[src/rtl/carry4_alu2_seq.sv]
`default_nettype none
// ============================================================================
// Module   : carry4_alu2_seq
// Purpose  : Issues one LANES-byte operation to an 8-bit ALU lane by lane,
//            chaining carries and assembling the wide result and flags.
//            Optional watchdog: define CARRY4_ALU2_SEQ_TIMEOUT_EN.
// Revision : 1.0  initial release
// ============================================================================
module carry4_alu2_seq #(
    parameter int LANES = 4
) (
    input  logic                 aclk,
    input  logic                 aresetn,
    input  logic                 req_valid,
    output logic                 req_ready,
    input  logic [2:0]           req_opcode,
    input  logic                 req_carry,
    input  logic [8*LANES-1:0]   req_operand0,
    input  logic [8*LANES-1:0]   req_operand1,
    output logic                 resp_valid,
    input  logic                 resp_ready,
    output logic [8*LANES-1:0]   resp_result,
    output logic                 resp_carry,
    output logic                 resp_zero,
    output logic                 resp_sign,
    output logic                 resp_error,
    output logic                 alu_enable,
    output logic                 alu_write,
    output logic                 alu_strobe,
    output logic                 alu_carryflag,
    output logic [2:0]           alu_opcode,
    output logic [7:0]           alu_operand0,
    output logic [7:0]           alu_operand1,
    input  logic [7:0]           alu_result,
    input  logic                 alu_carry_in,
    input  logic                 alu_zero_in,
    input  logic                 alu_sign_in,
    input  logic                 alu_ready
);

    localparam int                c_W    = 8 * LANES;
    localparam int                c_LW   = (LANES > 1) ? $clog2(LANES) : 1;
    localparam logic [c_LW-1:0]   c_LAST = c_LW'(LANES - 1);

    typedef enum logic [1:0] {
        S_IDLE  = 2'd0,
        S_ISSUE = 2'd1,
        S_WAIT  = 2'd2,
        S_DONE  = 2'd3
    } state_t;

    state_t              r_state;
    logic [c_LW-1:0]     r_lane;
    logic [c_W-1:0]      r_op0;
    logic [c_W-1:0]      r_op1;
    logic [c_W-1:0]      r_acc;
    logic                r_zero;
    logic                r_req_ready;
    logic                r_resp_valid;
    logic [c_W-1:0]      r_resp_result;
    logic                r_resp_carry;
    logic                r_resp_zero;
    logic                r_resp_sign;
    logic                r_alu_en;
    logic                r_alu_strobe;
    logic                r_alu_cf;
    logic [2:0]          r_alu_opc;
    logic [7:0]          r_alu_op0;
    logic [7:0]          r_alu_op1;

    logic [c_LW+2:0]     w_base;
    logic [c_W-1:0]      w_acc_next;
    logic                w_timeout;

    assign w_base = {r_lane, 3'b000};

    always_comb begin
        w_acc_next                = r_acc;
        w_acc_next[w_base +: 8]   = alu_result;
    end

`ifdef CARRY4_ALU2_SEQ_TIMEOUT_EN
    logic [3:0] r_wdog;
    logic       r_resp_error;

    // Fifteenth WAIT cycle without alu_ready is the one where r_wdog reads 14.
    assign w_timeout  = (r_state == S_WAIT) && !alu_ready && (r_wdog == 4'd14);
    assign resp_error = r_resp_error;

    always_ff @(posedge aclk or negedge aresetn) begin
        if (!aresetn) begin
            r_wdog       <= 4'd0;
            r_resp_error <= 1'b0;
        end else begin
            if (r_state == S_ISSUE)
                r_wdog <= 4'd0;
            else if (r_state == S_WAIT && !alu_ready)
                r_wdog <= r_wdog + 4'd1;
            if (w_timeout)
                r_resp_error <= 1'b1;
            else if (r_state == S_DONE && resp_ready)
                r_resp_error <= 1'b0;
        end
    end
`else
    assign w_timeout  = 1'b0;
    assign resp_error = 1'b0;
`endif

    always_ff @(posedge aclk or negedge aresetn) begin
        if (!aresetn) begin
            r_state       <= S_IDLE;
            r_lane        <= '0;
            r_op0         <= '0;
            r_op1         <= '0;
            r_acc         <= '0;
            r_zero        <= 1'b0;
            r_req_ready   <= 1'b1;
            r_resp_valid  <= 1'b0;
            r_resp_result <= '0;
            r_resp_carry  <= 1'b0;
            r_resp_zero   <= 1'b0;
            r_resp_sign   <= 1'b0;
            r_alu_en      <= 1'b0;
            r_alu_strobe  <= 1'b0;
            r_alu_cf      <= 1'b0;
            r_alu_opc     <= 3'd0;
            r_alu_op0     <= 8'd0;
            r_alu_op1     <= 8'd0;
        end else begin
            case (r_state)
                S_IDLE: begin
                    if (req_valid) begin
                        // Lane 0 goes straight to the ALU; the rest wait in the shifters.
                        r_state      <= S_ISSUE;
                        r_lane       <= '0;
                        r_req_ready  <= 1'b0;
                        r_alu_en     <= 1'b1;
                        r_alu_strobe <= 1'b1;
                        r_alu_opc    <= req_opcode;
                        r_alu_cf     <= req_carry;
                        r_alu_op0    <= req_operand0[7:0];
                        r_alu_op1    <= req_operand1[7:0];
                        r_op0        <= req_operand0 >> 8;
                        r_op1        <= req_operand1 >> 8;
                        r_acc        <= '0;
                        r_zero       <= 1'b1;
                    end
                end
                S_ISSUE: begin
                    r_alu_strobe <= 1'b0;
                    r_state      <= S_WAIT;
                end
                S_WAIT: begin
                    if (alu_ready) begin
                        r_acc  <= w_acc_next;
                        r_zero <= r_zero & alu_zero_in;
                        if (r_lane == c_LAST) begin
                            r_state       <= S_DONE;
                            r_resp_valid  <= 1'b1;
                            r_resp_result <= w_acc_next;
                            r_resp_carry  <= alu_carry_in;
                            r_resp_zero   <= r_zero & alu_zero_in;
                            r_resp_sign   <= alu_sign_in;
                            r_alu_en      <= 1'b0;
                            r_alu_opc     <= 3'd0;
                            r_alu_cf      <= 1'b0;
                            r_alu_op0     <= 8'd0;
                            r_alu_op1     <= 8'd0;
                        end else begin
                            r_state      <= S_ISSUE;
                            r_lane       <= r_lane + c_LW'(1);
                            r_alu_strobe <= 1'b1;
                            r_alu_cf     <= alu_carry_in;
                            r_alu_op0    <= r_op0[7:0];
                            r_alu_op1    <= r_op1[7:0];
                            r_op0        <= r_op0 >> 8;
                            r_op1        <= r_op1 >> 8;
                        end
                    end else if (w_timeout) begin
                        r_state       <= S_DONE;
                        r_resp_valid  <= 1'b1;
                        r_resp_result <= '0;
                        r_resp_carry  <= 1'b0;
                        r_resp_zero   <= 1'b0;
                        r_resp_sign   <= 1'b0;
                        r_alu_en      <= 1'b0;
                        r_alu_opc     <= 3'd0;
                        r_alu_cf      <= 1'b0;
                        r_alu_op0     <= 8'd0;
                        r_alu_op1     <= 8'd0;
                    end
                end
                S_DONE: begin
                    if (resp_ready) begin
                        r_state       <= S_IDLE;
                        r_req_ready   <= 1'b1;
                        r_resp_valid  <= 1'b0;
                        r_resp_result <= '0;
                        r_resp_carry  <= 1'b0;
                        r_resp_zero   <= 1'b0;
                        r_resp_sign   <= 1'b0;
                    end
                end
                default: r_state <= S_IDLE;
            endcase
        end
    end

    assign req_ready     = r_req_ready;
    assign resp_valid    = r_resp_valid;
    assign resp_result   = r_resp_result;
    assign resp_carry    = r_resp_carry;
    assign resp_zero     = r_resp_zero;
    assign resp_sign     = r_resp_sign;
    assign alu_enable    = r_alu_en;
    assign alu_write     = r_alu_en;
    assign alu_strobe    = r_alu_strobe;
    assign alu_carryflag = r_alu_cf;
    assign alu_opcode    = r_alu_opc;
    assign alu_operand0  = r_alu_op0;
    assign alu_operand1  = r_alu_op1;

endmodule
`default_nettype wire
[config.mk]
export PLATFORM = sky130hd
export DESIGN_NAME = carry4_alu2_seq
export DESIGN_NICKNAME = d
export VERILOG_FILES = /design/src/rtl/carry4_alu2_seq.sv
export SDC_FILE = /design/constraint.sdc
export NUM_CORES = 1
export LEC_CHECK = 0
export ABC_AREA = 1
export CORE_ASPECT_RATIO = 1.2
export CORE_MARGIN = 2
export CORE_UTILIZATION = 45
export DETAILED_ROUTE_END_ITERATION = 10
export PLACE_DENSITY_LB_ADDON = 0.25
export SYNTH_ARGS = -nofsm -noshare
export SYNTH_HDL_FRONTEND = slang
export SYNTH_SLANG_ARGS = --single-unit
[constraint.sdc]
create_clock -name aclk -period 2.3 [get_ports aclk]
set_input_delay 0.575 -clock aclk [delete_from_list [all_inputs] [get_ports aclk]]
set_output_delay 0.575 -clock aclk [all_outputs]
set_load 0.1 [all_outputs]
Yosys cells after proc, flatten, opt, wreduce, memory -nomap -nowiden
Cells that the tools add are included.
Word-level totals
  output and inout bits: 61
  bits in registers: 160
  input port bits: 84
  word-level logic and storage cells: 110
Cells by class
  mux-type cells: 66
  shifts and indexed selects: 2
  bitwise gates (word level): 1
  add/subtract/negate cells: 2
  equal/unequal tests: 9
  reduce and logical (&&, ||, !) cells: 12
Operators with widths (number)
  2-to-1 mux 32 bit: 11
  one-hot mux 32 bit (2 select lines): 4
  2-to-1 mux 8 bit: 6
  bitwise mux 32 bit: 1
  one-hot mux 8 bit (2 select lines): 2
  variable shift 8 x 7 -> 32 bit (first input constant): 1
  indexed part select 8 x 7 -> 32 bit: 1
  2-to-1 mux 1 bit: 20
  one-hot mux 1 bit (2 select lines): 8
  AND reduction 4 bit: 4
  2-to-1 mux 2 bit: 7
  != test 2 bit (second input constant): 5
  2-to-1 mux 3 bit: 3
  AND reduction 3 bit: 3
  one-hot mux 2 bit (4 select lines): 1
  negation 5 -> 7 bit: 1
  equality test 2 bit (second input constant): 3
  one-hot mux 3 bit (2 select lines): 1
  nonzero test 2 bit: 3
  one-hot mux 2 bit (2 select lines): 1
  one-hot mux 1 bit (3 select lines): 1
  nonzero test 3 bit: 1
  adder 2 x 1 -> 2 bit (second input constant): 1
  equality test 2 x 1 -> 1 bit (second input constant): 1
  2 further kinds: 2

Logic depth before layout (Yosys ltp)
  depth in word-level cells: 6
  gate-level depth with buffers: 9
  gate-level depth less buffers: 8

Least setup slack after synthesis
OpenSTA, ideal clock, no wires.
  path type: reg2out
  start: register r_alu_en (netlist: alu_enable)
  end: output port alu_write
  data arrival time: 1340 ps
  setup slack: 385 ps
  data required time: 1725 ps
  stages on the path, launching flop included: 2
  buffers on the path: 1
  cell sequence: dfrtp_1 buf_4
RTL lines
  from (decl): line 64  | logic r_alu_en;
  from (signal assigned): line 124  | r_alu_en <= 1'b0;
  from (signal assigned): line 138  | r_alu_en <= 1'b1;
  from (signal assigned): line 165  | r_alu_en <= 1'b0;
  to (decl): line 28  | output logic alu_write,
No word-level cell between the ends.

Worst setup path in the final report
  start: register r_lane[1]
  end: register r_resp_result[11] (netlist: resp_result[11])
On the way
  longest elaborated chain between the ends: 6
  elaborated cells between the ends (all ways): 10
  classes of those cells: add/sub: 1; eq/ne: 2; shift: 2; mux: 4; reduce/logical: 1
RTL lines
  from (decl): line 53  | logic [c_LW-1:0] r_lane;
  from (signal assigned): line 172  | r_lane <= r_lane + c_LW'(1);
  negation 5 -> 7 bit: line 79  | w_acc_next[w_base +: 8] = alu_result;
  indexed part select 8 x 7 -> 32 bit or variable shift 8 x 7 -> 32 bit (tied branches): line 79
  bitwise mux 32 bit: line 79
  2-to-1 mux 32 bit: line 158  | if (r_lane == c_LAST) begin
  2-to-1 mux 32 bit: line 155  | if (alu_ready) begin
  one-hot mux 32 bit (2 select lines): line 131  | case (r_state)
  to (signal assigned): line 161  | r_resp_result <= w_acc_next;
  to (decl): line 60  | logic [c_W-1:0] r_resp_result;
Several ways; a longest one is shown, not always the timed one. The select of a mux whose other input is x is not followed.
A chain may end at the register's enable or synchronous reset.

==> metrics.txt <==
status=finished, final reports clean; Mapped Cells=between 900 and 1000; Hold Slack=~56 ps; Synth Register Bits=approximately 140; vias in the first global route=5871; # nets final=~1200; # hold bufs at CTS=0; htree depth=4; hpwl dp=roughly 12000 um; Setup crit end=resp_result[11]; DIE HEIGHT=approximately 140 um; arrival time worst endpoint=approximately 2400 ps; mux cell area share after synthesis=0; crit path buf inv count=2; commonest register cell after synthesis=dfrtp_1; area of the die=around 17000 sq um; Most Frequent Cell on Critical Path=nand2_1; P_leak=around 5 nW; CORE AREA=about 16000 sq um; CTS clock-pin slew for the worst setup and hold paths=approximately 60 ps; Async SR Flop Fraction=1.00; via-per-instance ratio=around 4.7; Compound-Gate Fraction of Synth Area=0.0688; post-synth net total=1057; crit-path max cell delay=approximately 520 ps; critical path startpoint=r_lane[1]; R2R Path Start=r_lane[1]; setup ws final=about 260 ps; DR DRC count=0; area grow syn2layout=28.6%; total power=about 12 mW; Max Cap Viol=0; CP startpoint kind=flop; syn avg cell area=roughly 7.5 sq um; worst r2r path cells=8; Setup Skew=~7.4 ps; Std-Cell Rows=50; routed len/inst=~13 um; setup bufs post-CTS=0; placed insts=between 1000 and 1500; CTS resizes=0; FF-to-FF setup slack=roughly 260 ps; share of layout cells above drive strength 1=0.117; Synth Warn #=0; overall routing resource usage=0.209; routed vias=between 6000 and 7000; Clock Latency Late Sink=roughly 420 ps; CTS buffer count=17; Hold Vio Cnt, Final=0; Worst-Margin Slew=593 ps; Critical Path Stages=8; CTS max path bufs=2; Final Wtd Congestion=roughly 0.9; num ports=145; Reg-to-Reg End=resp_result[11]; Final Critical Period=around 2000 ps; maximum VDD drop=0.789 mV; number of flops mapped to enable cells by yosys=0; initial antenna violation count=0; Final Non-Filler Cells=about 1300; Pins Over Slew Limit=0; die span in x=120 um; IO buf count=about 140; register area share after synthesis=0.498; CTS sink count=about 140; CP delay by family, top=simple AND/OR/NAND/NOR gates; worst slack, placed=263 ps; Required @ worst endpoint=approximately 2700 ps; Iteration-0 DRC Markers=around 400; CTS tree=yes; total wire length=between 15000 and 20000 um; fillcell total=1492; Initial Utilization=0.463; post-route ant nets=0; Root Driver=clkbuf_16; Cell Chain, Critical Path=inv_1, ha_1, inv_1, nor2_1, nand3_1, nand2_1, nand2_1, nand2_1; Critical-path top delay cell=ha_1; Synth cell types=29; XOR/XNOR Fraction of Synth Area=0; diode count=0; largest family of logic cells by synthesized area=simple AND/OR/NAND/NOR gates; post-synthesis simple-gate area fraction=0.342; setup TNS=0 ps; CP endpoint kind=flop; kind of critical path=reg2reg; Max FO, Critical Path=11; Initial DRT Pass Iterations=5; total congestion overflow=0; RSZ-0062 raised after global routing=false; hold crit path type=in2async; Synth Area in Adders=0.0104; post-synthesis cell area=just over 7000 sq um; largest net degree at the start of global routing=68; fmax=just under 500 MHz; first-pass GRT wire length=about 28000 um; period utilization=0.888; Setup-failing EPs final=0; Cell Pwr Density=1290 nW/um^2; Rel. slew slack=0.605
[state kept, by name, indices dropped and copies added (netlist names)]
name,flops
r_acc,32
resp_result,32
r_op0,24
r_op1,24
alu_operand0,8
alu_operand1,8
alu_opcode,3
r_lane,2
r_state,2
alu_carryflag,1
alu_enable,1
alu_strobe,1
r_zero,1
req_ready,1
resp_carry,1
resp_sign,1
resp_valid,1
resp_zero,1
[report_power, final]
| part | internal, mW | switching [mW] | total, mW | leakage, nW |
|---|---|---|---|---|
| Clock | 1.87 | 1.08 | 2.95 | 0.305 |
| Combinational | 1.40 | 3.89 | 5.29 | 2.90 |
| Sequential | 3.26 | 0.474 | 3.73 | 1.90 |
| Total | 6.53 | 5.44 | 12.0 | 5.11 |
[per-stage QoR]
step | cell area [sq um] | util
finish | 9300 | 0.595
global route | 9300 | 0.595
CTS | 9300 | 0.595
detailed placement | 8660 | 0.554
global placement | 8660 | 0.554
floorplan | 7230 | -
[worst register-to-register path: stages, from the launching register on]
cell	delay, ps
dfrtp_1	440
inv_1	110
ha_1	520
inv_1	110
nor2_1	410
nand3_1	150
nand2_1	120
nand2_1	60
nand2_1	70
[cells in the final DEF, fill, tap and decap left out, types with 3 or more instances in the layout]
cell,instances
buf_12,7
buf_4,69
bufinv_16,4
clkbuf_16,17
clkdlybuf4s50_1,82
clkinv_2,3
clkinvlp_4,3
dfrtp_1,143
ha_1,6
inv_1,64
inv_2,4
nand2_1,558
nand2_2,3
nand2_4,3
nand3_1,46
nand3_2,3
nor2_1,3
nor2_4,3
o21ai_0,16
o21ai_1,10
o21bai_1,36
o22ai_1,8
[cell type report]
type                       instances  area [sq um]  share of cell area
sequential                       144          3600               0.388
timing repair buffer             159          1490               0.160
multi-input combinational        703          3050               0.328
clock buffer                      19           453              0.0487
inverter                          69           262              0.0281
clock inverter                    13           184              0.0198
tap                              208           260              0.0280
[worst min-delay path by stage]
| stage | start | end | slack [ps] | cells past startpoint |
|---|---|---|---|---|
| after floorplan | aresetn | alu_carryflag | 280 | 0 |
| after global placement | r_op0[19] | r_op0[19] | 450 | 2 |
| after detailed placement | r_op0[16] | r_op0[16] | 460 | 2 |
| after CTS | aresetn | resp_result[7] | 60 | 1 |
| after global routing | aresetn | resp_result[7] | 70 | 1 |
| final | aresetn | resp_result[1] | 60 | 1 |
[synth_stat cells, drive strengths merged (2+ instances only)]
library cell,instances,area share
nand2,564,0.30
dfrtp,143,0.49
inv,69,0.036
nand3,49,0.036
buf,44,0.040
o21bai,36,0.037
o21ai,27,0.020
o22ai,8,0.0069
clkbuf,7,0.0038
nor2,7,0.0071
ha,6,0.010
nand4,2,0.0017
[cells by family (layout without fill, tap and decap cells)]
logic type | after synthesis | in the layout
buffers and inverters | 120 | 260
and+or+nand+nor | 622 | 622
adders and majority gates | 6 | 6
other | 1 | 1
DFF | 144 | 144
AOI/OAI and AO/OA | 74 | 74
[routing by layer]
metal	GRT usage	share of wire	up-vias
met1	0.257	0.42	2814
met2	0.358	0.51	155
li1	-	-	3206
met4	0.0675	0.010	0
met5	0	0	-
met3	0.0551	0.055	11
(Power assumes the default switching activity.)
